### config.mk
export PLATFORM = sky130hd
export DESIGN_NAME = fft_peak_detector_flat
export DESIGN_NICKNAME = d
export VERILOG_FILES = /design/src/rtl/fft_pkg.sv /design/src/rtl/fft_peak_detector_if.sv /design/src/rtl/fft_bin_mag.sv /design/src/rtl/fft_peak_detector.sv /design/src/flat_wrapper.sv
export SDC_FILE = /design/constraint.sdc
export NUM_CORES = 1
export LEC_CHECK = 0
export CAP_MARGIN = 20
export CORE_UTILIZATION = 45
export DETAILED_ROUTE_END_ITERATION = 7
export DONT_BUFFER_PORTS = 1
export GPL_ROUTABILITY_DRIVEN = 0
export MAX_ROUTING_LAYER = met4
export PLACE_DENSITY_LB_ADDON = 0.05
export SLEW_MARGIN = 0
export SYNTH_ARGS = -nofsm -noshare
export SYNTH_HDL_FRONTEND = slang
export SYNTH_SLANG_ARGS = --single-unit
### constraint.sdc
create_clock -name clk -period 6.3 [get_ports clk]
set_input_delay 1.89 -clock clk [delete_from_list [all_inputs] [get_ports clk]]
set_output_delay 1.89 -clock clk [all_outputs]
set_load 0.01 [all_outputs]
### src/rtl/fft_pkg.sv
// Shared definitions for the FFT peak detector slice.
// Widths, bin count, FSM state encoding, the sideband tag carried
// alongside each bin through the magnitude pipeline, and the
// abs / alpha-max-beta-min helper functions.
package fft_pkg;

  localparam int BIN_W = 16;
  localparam int MAG_W = 17;
  localparam int IDX_W = 3;
  localparam int NBINS = 8;
  localparam int ABS_W = BIN_W - 1;

  // Frame-alignment FSM encoding
  localparam logic [0:0] SYNC  = 1'b0;
  localparam logic [0:0] ACCUM = 1'b1;

  typedef struct packed {
    logic [IDX_W-1:0] idx;
    logic             first;  // opens a frame, reloads the tracker
    logic             last;   // closes a frame, triggers a report
  } bin_tag_t;

  // Absolute value; the single unrepresentable case (-2^15) saturates
  // so the result always fits in BIN_W-1 bits.
  function automatic logic [ABS_W-1:0] abs_sat(input logic signed [BIN_W-1:0] x);
    logic [BIN_W-1:0] n;
    if (x == {1'b1, {(BIN_W-1){1'b0}}}) return {ABS_W{1'b1}};
    n = x[BIN_W-1] ? (~x + BIN_W'(1)) : x;
    return n[ABS_W-1:0];
  endfunction

  // max + min/2; worst case 32767 + 16383 fits in MAG_W bits.
  function automatic logic [MAG_W-1:0] amb_mag(input logic [ABS_W-1:0] a,
                                               input logic [ABS_W-1:0] b);
    logic [ABS_W-1:0] mx, mn;
    mx = (a > b) ? a : b;
    mn = (a > b) ? b : a;
    return {2'b00, mx} + {3'b000, mn[ABS_W-1:1]};
  endfunction

endpackage

### src/rtl/fft_peak_detector_if.sv
// Bus between the FFT output serializer and the peak detector.
// master: source side (drives the bin stream, observes the report).
// slave : detector side (consumes bins, drives peak report / status).
//   in_valid, bin_re, bin_im, bin_index      : serialized FFT bins
//   peak_valid, peak_index, peak_mag         : per-frame peak report
//   detected, seq_err                        : debounced flag, order error pulse
interface fft_peak_detector_if;
  import fft_pkg::*;

  logic                    in_valid;
  logic signed [BIN_W-1:0] bin_re;
  logic signed [BIN_W-1:0] bin_im;
  logic [IDX_W-1:0]        bin_index;
  logic                    peak_valid;
  logic [IDX_W-1:0]        peak_index;
  logic [MAG_W-1:0]        peak_mag;
  logic                    detected;
  logic                    seq_err;

  modport master (
    output in_valid, bin_re, bin_im, bin_index,
    input  peak_valid, peak_index, peak_mag, detected, seq_err
  );

  modport slave (
    input  in_valid, bin_re, bin_im, bin_index,
    output peak_valid, peak_index, peak_mag, detected, seq_err
  );

endinterface

### src/rtl/fft_bin_mag.sv
// Two-stage magnitude pipeline for one FFT bin.
//   stage 1: saturating abs of re / im
//   stage 2: alpha-max-beta-min magnitude
// The bin tag (index, first/last) rides along unchanged.
// Ports: clk, rst (sync, active high), in_valid/re/im/tag_in in,
//        out_valid/mag/tag_out out (two cycles later).
module fft_bin_mag
  import fft_pkg::*;
(
  input  logic                    clk,
  input  logic                    rst,
  input  logic                    in_valid,
  input  logic signed [BIN_W-1:0] re,
  input  logic signed [BIN_W-1:0] im,
  input  bin_tag_t                tag_in,
  output logic                    out_valid,
  output logic [MAG_W-1:0]        mag,
  output bin_tag_t                tag_out
);

  localparam int STAGES = 2;

  logic [STAGES:1]  vld_pipe;
  logic [ABS_W-1:0] abs_re, abs_im;
  bin_tag_t         tag_s1;

  always_ff @(posedge clk) begin
    if (rst) begin
      vld_pipe <= '0;
      abs_re   <= '0;
      abs_im   <= '0;
      tag_s1   <= '0;
      mag      <= '0;
      tag_out  <= '0;
    end else begin
      vld_pipe <= {vld_pipe[STAGES-1:1], in_valid};
      abs_re   <= abs_sat(re);
      abs_im   <= abs_sat(im);
      tag_s1   <= tag_in;
      mag      <= amb_mag(abs_re, abs_im);
      tag_out  <= tag_s1;
    end
  end

  assign out_valid = vld_pipe[STAGES];

endmodule

### src/rtl/fft_peak_detector.sv
// Per-frame peak finder on the serialized FFT output stream.
// Aligns to 8-bin frames (SYNC/ACCUM), computes a magnitude per bin,
// tracks the strongest bin of each complete frame and debounces a
// tone-present flag over consecutive frames.
// Ports: clk, rst (sync, active high), bus (slave side of
//        fft_peak_detector_if: bin stream in, report/status out).
module fft_peak_detector
  import fft_pkg::*;
#(
  parameter logic [MAG_W-1:0] THRESH        = 17'd4096,
  parameter int               DETECT_FRAMES = 3,
  parameter bit               IGNORE_DC     = 1'b1
) (
  input logic                 clk,
  input logic                 rst,
  fft_peak_detector_if.slave  bus
);

  localparam logic [3:0]       DF   = 4'(DETECT_FRAMES);
  localparam logic [IDX_W-1:0] LAST = IDX_W'(NBINS - 1);

  // ---------------- frame alignment FSM ----------------
  logic [0:0]       state, state_d;
  logic [IDX_W-1:0] nxt_idx, nxt_d;
  logic             accept, bad;
  bin_tag_t         tag_in;

  always_comb begin
    state_d      = state;
    nxt_d        = nxt_idx;
    accept       = 1'b0;
    bad          = 1'b0;
    tag_in       = '0;
    tag_in.idx   = bus.bin_index;
    if (bus.in_valid) begin
      bad = (state == ACCUM) && (bus.bin_index != nxt_idx);
      if (state == SYNC || bad) begin
        // An out-of-order 0 is a valid frame start on its own.
        if (bus.bin_index == '0) begin
          accept       = 1'b1;
          tag_in.first = 1'b1;
          state_d      = ACCUM;
          nxt_d        = IDX_W'(1);
        end else begin
          state_d = SYNC;
        end
      end else begin
        accept = 1'b1;
        nxt_d  = bus.bin_index + IDX_W'(1);
        if (bus.bin_index == LAST) begin
          tag_in.last = 1'b1;
          state_d     = SYNC;
        end
      end
    end
  end

  always_ff @(posedge clk) begin
    if (rst) begin
      state       <= SYNC;
      nxt_idx     <= '0;
      bus.seq_err <= 1'b0;
    end else begin
      state       <= state_d;
      nxt_idx     <= nxt_d;
      bus.seq_err <= bad;
    end
  end

  // ---------------- magnitude pipeline ----------------
  logic             m_vld;
  logic [MAG_W-1:0] m_mag;
  bin_tag_t         m_tag;

  fft_bin_mag u_mag (
    .clk       (clk),
    .rst       (rst),
    .in_valid  (accept),
    .re        (bus.bin_re),
    .im        (bus.bin_im),
    .tag_in    (tag_in),
    .out_valid (m_vld),
    .mag       (m_mag),
    .tag_out   (m_tag)
  );

  // ---------------- peak tracker ----------------
  // A flushed frame never delivers its 'last' bin, and the next frame's
  // 'first' bin reloads the tracker, so no explicit flush is needed.
  logic [MAG_W-1:0] trk_mag, eff_mag, new_mag;
  logic [IDX_W-1:0] trk_idx, new_idx;
  logic             take;

  assign eff_mag = (IGNORE_DC && m_tag.idx == '0) ? '0 : m_mag;
  assign take    = m_tag.first || (eff_mag > trk_mag);  // strict: ties keep lower index
  assign new_mag = take ? eff_mag   : trk_mag;
  assign new_idx = take ? m_tag.idx : trk_idx;

  always_ff @(posedge clk) begin
    if (rst) begin
      trk_mag        <= '0;
      trk_idx        <= '0;
      bus.peak_valid <= 1'b0;
      bus.peak_index <= '0;
      bus.peak_mag   <= '0;
    end else begin
      bus.peak_valid <= 1'b0;
      if (m_vld) begin
        trk_mag <= new_mag;
        trk_idx <= new_idx;
        if (m_tag.last) begin
          bus.peak_valid <= 1'b1;
          bus.peak_index <= new_idx;
          bus.peak_mag   <= new_mag;
        end
      end
    end
  end

  // ---------------- debounce ----------------
  logic [3:0] hit_cnt, miss_cnt, hit_nxt, miss_nxt;
  logic       hit;

  assign hit      = bus.peak_mag >= THRESH;
  assign hit_nxt  = (hit_cnt  >= DF) ? DF : hit_cnt  + 4'd1;
  assign miss_nxt = (miss_cnt >= DF) ? DF : miss_cnt + 4'd1;

  always_ff @(posedge clk) begin
    if (rst) begin
      hit_cnt      <= '0;
      miss_cnt     <= '0;
      bus.detected <= 1'b0;
    end else if (bus.peak_valid) begin
      if (hit) begin
        hit_cnt  <= hit_nxt;
        miss_cnt <= '0;
        if (hit_nxt == DF) bus.detected <= 1'b1;
      end else begin
        miss_cnt <= miss_nxt;
        hit_cnt  <= '0;
        if (miss_nxt == DF) bus.detected <= 1'b0;
      end
    end
  end

endmodule

### src/flat_wrapper.sv
// flat-port wrapper written by rule: the top's interface ports become plain ports
module fft_peak_detector_flat import fft_pkg::*;
#(
  parameter logic [MAG_W-1:0] THRESH        = 17'd4096,
  parameter int               DETECT_FRAMES = 3,
  parameter bit               IGNORE_DC     = 1'b1
)
  (clk, rst, bus_in_valid, bus_bin_re, bus_bin_im, bus_bin_index, bus_peak_valid, bus_peak_index, bus_peak_mag, bus_detected, bus_seq_err);
  fft_peak_detector_if bus_i ();
  input logic clk;
  input logic rst;
  input wire logic [$bits(bus_i.in_valid)-1:0] bus_in_valid;
  input wire logic [$bits(bus_i.bin_re)-1:0] bus_bin_re;
  input wire logic [$bits(bus_i.bin_im)-1:0] bus_bin_im;
  input wire logic [$bits(bus_i.bin_index)-1:0] bus_bin_index;
  output wire logic [$bits(bus_i.peak_valid)-1:0] bus_peak_valid;
  output wire logic [$bits(bus_i.peak_index)-1:0] bus_peak_index;
  output wire logic [$bits(bus_i.peak_mag)-1:0] bus_peak_mag;
  output wire logic [$bits(bus_i.detected)-1:0] bus_detected;
  output wire logic [$bits(bus_i.seq_err)-1:0] bus_seq_err;
  assign bus_i.in_valid = bus_in_valid;
  assign bus_i.bin_re = bus_bin_re;
  assign bus_i.bin_im = bus_bin_im;
  assign bus_i.bin_index = bus_bin_index;
  assign bus_peak_valid = bus_i.peak_valid;
  assign bus_peak_index = bus_i.peak_index;
  assign bus_peak_mag = bus_i.peak_mag;
  assign bus_detected = bus_i.detected;
  assign bus_seq_err = bus_i.seq_err;
  fft_peak_detector #(.THRESH(THRESH), .DETECT_FRAMES(DETECT_FRAMES), .IGNORE_DC(IGNORE_DC)) u_core (.clk(clk), .rst(rst), .bus(bus_i));
endmodule
==> metrics.md <==
| Metric | Value |
|---|---|
| Outcome | `finished, final reports clean` |
| Fmax | `roughly 0.23 GHz` |
| Synth top area share | `0.354` |
| Post-synth ARST share | `0` |
| Die H | `approximately 120 um` |
| Ports | `61` |
| Cell Count, Final, Fillers Out | `between 900 and 1000` |
| Mapped Area | `~0.0064 mm2` |
| Clock sink count | `roughly 110` |
| TritonCTS Buffers | `17` |
| Worst hold path class | `reg2reg` |
| DP Area | `~0.0065 mm2` |
| Max_cap viols | `0` |
| Fin nets | `832` |
| Leak | `2.66 nW` |
| Finished Cell Area | `about 0.0071 mm2` |
| Reg2reg path depth | `14` |
| Synth cell types | `58` |
| Vias in the first global route | `4993` |
| Setup Fix Bufs, Post-CTS | `0` |
| CP required | `between 6000 and 7000 ps` |
| Wire per inst | `around 15 um` |
| Total GRT Usage | `0.213` |
| Vias/cell | `5.60` |
| WHS Path Cells | `1` |
| Total via count in the routed design | `5226` |
| Top-count cell post-synth | `dfxtp_1` |
| Final setup vio count | `0` |
| Slack of the critical path | `around 1900 ps` |
| Clock Path Buffers | `2` |
| Power Dens Cells | `about 320 mW/mm2` |
| # diodes | `0` |
| Minimum clock period | `around 4400 ps` |
| Share of cells above drive strength 1 | `0.0836` |
| Overall Power | `around 2.2 mW` |
| Initial drt markers | `between 400 and 500` |
| Syn avg cell area | `roughly 8.4 um2` |
| Fillers | `approximately 1300` |
| Setup_tns | `0 ps` |
| CP startpoint | `u_core.u_mag.abs_im[14]` |
| # DRC | `0` |
| Final Slew Violations | `0` |
| Crit share post-route | `0.704` |
| First-pass GRT wire length | `23.9 mm` |
| Die ar. | `around 0.015 mm2` |
| Multi-input gate area | `between 0.003 and 0.004 mm2` |
| Worst EP arrival | `4720 ps` |
| Routed wire length | `around 14 mm` |
| Area growth syn-to-layout | `10.3%` |
| H-tree levels | `4` |
| Ys flop type | `dfxtp_1` |
| CP Capture Type | `register` |
| Post-Place Setup Slack | `1780 ps` |
| Reg-to-reg setup timing slack | `about 1900 ps` |
| Largest net degree at the start of global routing | `~110` |
| Register bit total from synthesis | `113` |
| Initial antenna violation count | `0` |
| Grt ovf | `0` |
| Final Hold Vio Count | `0` |
| Worst VDD drop | `around 250 uV` |
| RSZ-0062 raised after global routing | `no` |
| Largest area contributor in the netlist | `dfxtp_1` |
| Slew of the pin with the lowest slew margin | `between 700 and 800 ps` |
| Die Span X | `121 um` |
| Max FO, Critical Path | `24` |
| RR Startpoint | `u_core.u_mag.abs_im[14]` |
| Top post-synthesis cells by area | `dfxtp_1, ha_1, a21oi_1, o21ai_0, nor2_1` |
| Placeable Area | `around 0.014 mm2` |
| CTS tree | `yes` |
| Worst r2r dst | `u_core.u_mag.mag[15]` |
| Nature of the critical path startpoint | `register` |
| Fin Clk Skew | `around 5.4 ps` |
| CP endpoint | `u_core.u_mag.mag[15]` |
| Slew HR | `0.484` |
| Cells after DPL | `roughly 900` |
| Reg clk slew, reported paths | `50 ps` |
| # resized after CTS | `0` |
| DP Wirelength | `between 10 and 15 mm` |
| Synth warnings | `0` |
| Setup CP Type | `reg2reg` |
| Seq. cell area | `about 0.0023 mm2` |
| Clock Root Buffer | `clkbuf_16` |
| Cells after Synth | `~760` |
| Post-synth EDFFs | `0` |
| Cell row count | `43` |
| Cts hold-fix bufs | `0` |
| Seq/Total Area, Yosys | `0.354` |
| Pre-antenna DRT Iters | `4` |
| Clk_lat worst skew | `between 400 and 500 ps` |
| IO buf count | `0` |
| Starting Density | `0.460` |
| Mapped Nets | `855` |
| Synth cell count leaders | `dfxtp_1, a21oi_1, nor2_1` |
| Antenna-violating nets left | `0` |
## per-stage QoR
stage	utilization	hold slack [ps]
4_1_cts	0.508	434
5_1_grt	0.508	451
2_1_floorplan	-	414
3_5_place_dp	0.468	420
6_report	0.508	431
3_3_place_gp	0.467	429
## where the power goes
group / leakage [nW] / internal (mW) / switching [mW]
sequential: 0.923 / 0.757 / 0.0160
combinational: 1.47 / 0.198 / 0.388
clock: 0.261 / 0.533 / 0.345
total: 2.66 / 1.49 / 0.749
## cell usage in the layout, fill, tap and decap left out, types with 3 or more instances in the layout
master,synthesis,routed
or3_1,6,6
o31ai_1,27,27
clkinv_4,0,5
xor2_1,22,22
and2_1,21,21
nand2b_1,3,3
and3_1,4,4
mux2_2,17,17
xnor2_1,14,14
clkinvlp_4,0,4
clkbuf_8,0,3
a311oi_1,19,19
clkbuf_16,0,17
nand2_1,39,39
ha_1,52,52
o21ai_0,52,52
nand3_1,29,29
nor4_1,4,3
nand4_1,26,26
buf_4,0,6
nor3_1,6,6
a21oi_1,74,73
nor2b_1,17,17
dfxtp_1,113,113
mux2i_1,5,5
or4_1,6,6
inv_1,46,46
nor2_1,59,59
o21bai_1,4,4
a21o_1,5,5
a211oi_1,7,7
o21a_1,4,4
## state kept, by name, summed over array words and instances, names as in the netlist
register	count
u_core.bus.detected	1
u_core.bus.peak_index	3
u_core.bus.peak_mag	17
u_core.bus.peak_valid	1
u_core.bus.seq_err	1
u_core.hit_cnt	4
u_core.miss_cnt	4
u_core.nxt_idx	3
u_core.state	1
u_core.trk_idx	3
u_core.trk_mag	17
u_core.u_mag.abs_im	15
u_core.u_mag.abs_re	15
u_core.u_mag.mag	16
u_core.u_mag.tag_out	5
u_core.u_mag.tag_s1	5
u_core.u_mag.vld_pipe	2
## layer usage
metal / wire, um / vias up / GRT usage / part of all wire
li1: - / 2715 / - / -
met1: 6710 / 2367 / 0.261 / 0.47
met2: 6800 / 125 / 0.340 / 0.47
met3: 594 / 19 / 0.0451 / 0.041
met4: 303 / 0 / 0.0880 / 0.021
met5: 0 / - / - / 0
## area by class of cell
class | instances | share of cell area
Clock inverter | 11 | 0.0119
Sequential cell | 113 | 0.321
Multi-Input combinational cell | 555 | 0.535
Tap cell | 180 | 0.0319
Clock buffer | 21 | 0.0667
Inverter | 47 | 0.0250
Timing Repair Buffer | 7 | 0.00852
## cells by family after synthesis
logic type / Yosys count / share of synthesized area
and+or+nand+nor: 232 / 0.188
adders and majority gates: 53 / 0.105
buffers and inverters: 96 / 0.0578
AOI/OAI and AO/OA: 211 / 0.205
muxes: 23 / 0.0413
xor gates and xnor gates: 36 / 0.0493
DFF: 113 / 0.354
## worst min-delay path by stage
stage	slack [ps]	to	from
3_3_place_gp	430	u_core.u_mag.vld_pipe[2]	u_core.u_mag.vld_pipe[1]
3_5_place_dp	420	u_core.u_mag.vld_pipe[2]	u_core.u_mag.vld_pipe[1]
5_1_grt	450	u_core.u_mag.tag_out[4]	u_core.u_mag.tag_s1[4]
6_report	430	u_core.u_mag.tag_out[4]	u_core.u_mag.tag_s1[4]
2_1_floorplan	410	u_core.u_mag.tag_out[0]	u_core.u_mag.tag_s1[0]
4_1_cts	430	u_core.u_mag.vld_pipe[2]	u_core.u_mag.vld_pipe[1]
## critical path, cell delays in order (launching register included)
cell	delay (ps)
dfxtp_1	360
inv_1	70
ha_1	300
nand4_1	160
nor2_1	140
o31ai_1	90
a21oi_2	610
buf_4	390
mux2_2	370
ha_1	230
or4_1	520
o22a_1	250
a211o_1	310
a2111oi_0	400
nor4_1	110
Power figures use the tool's default switching activity.
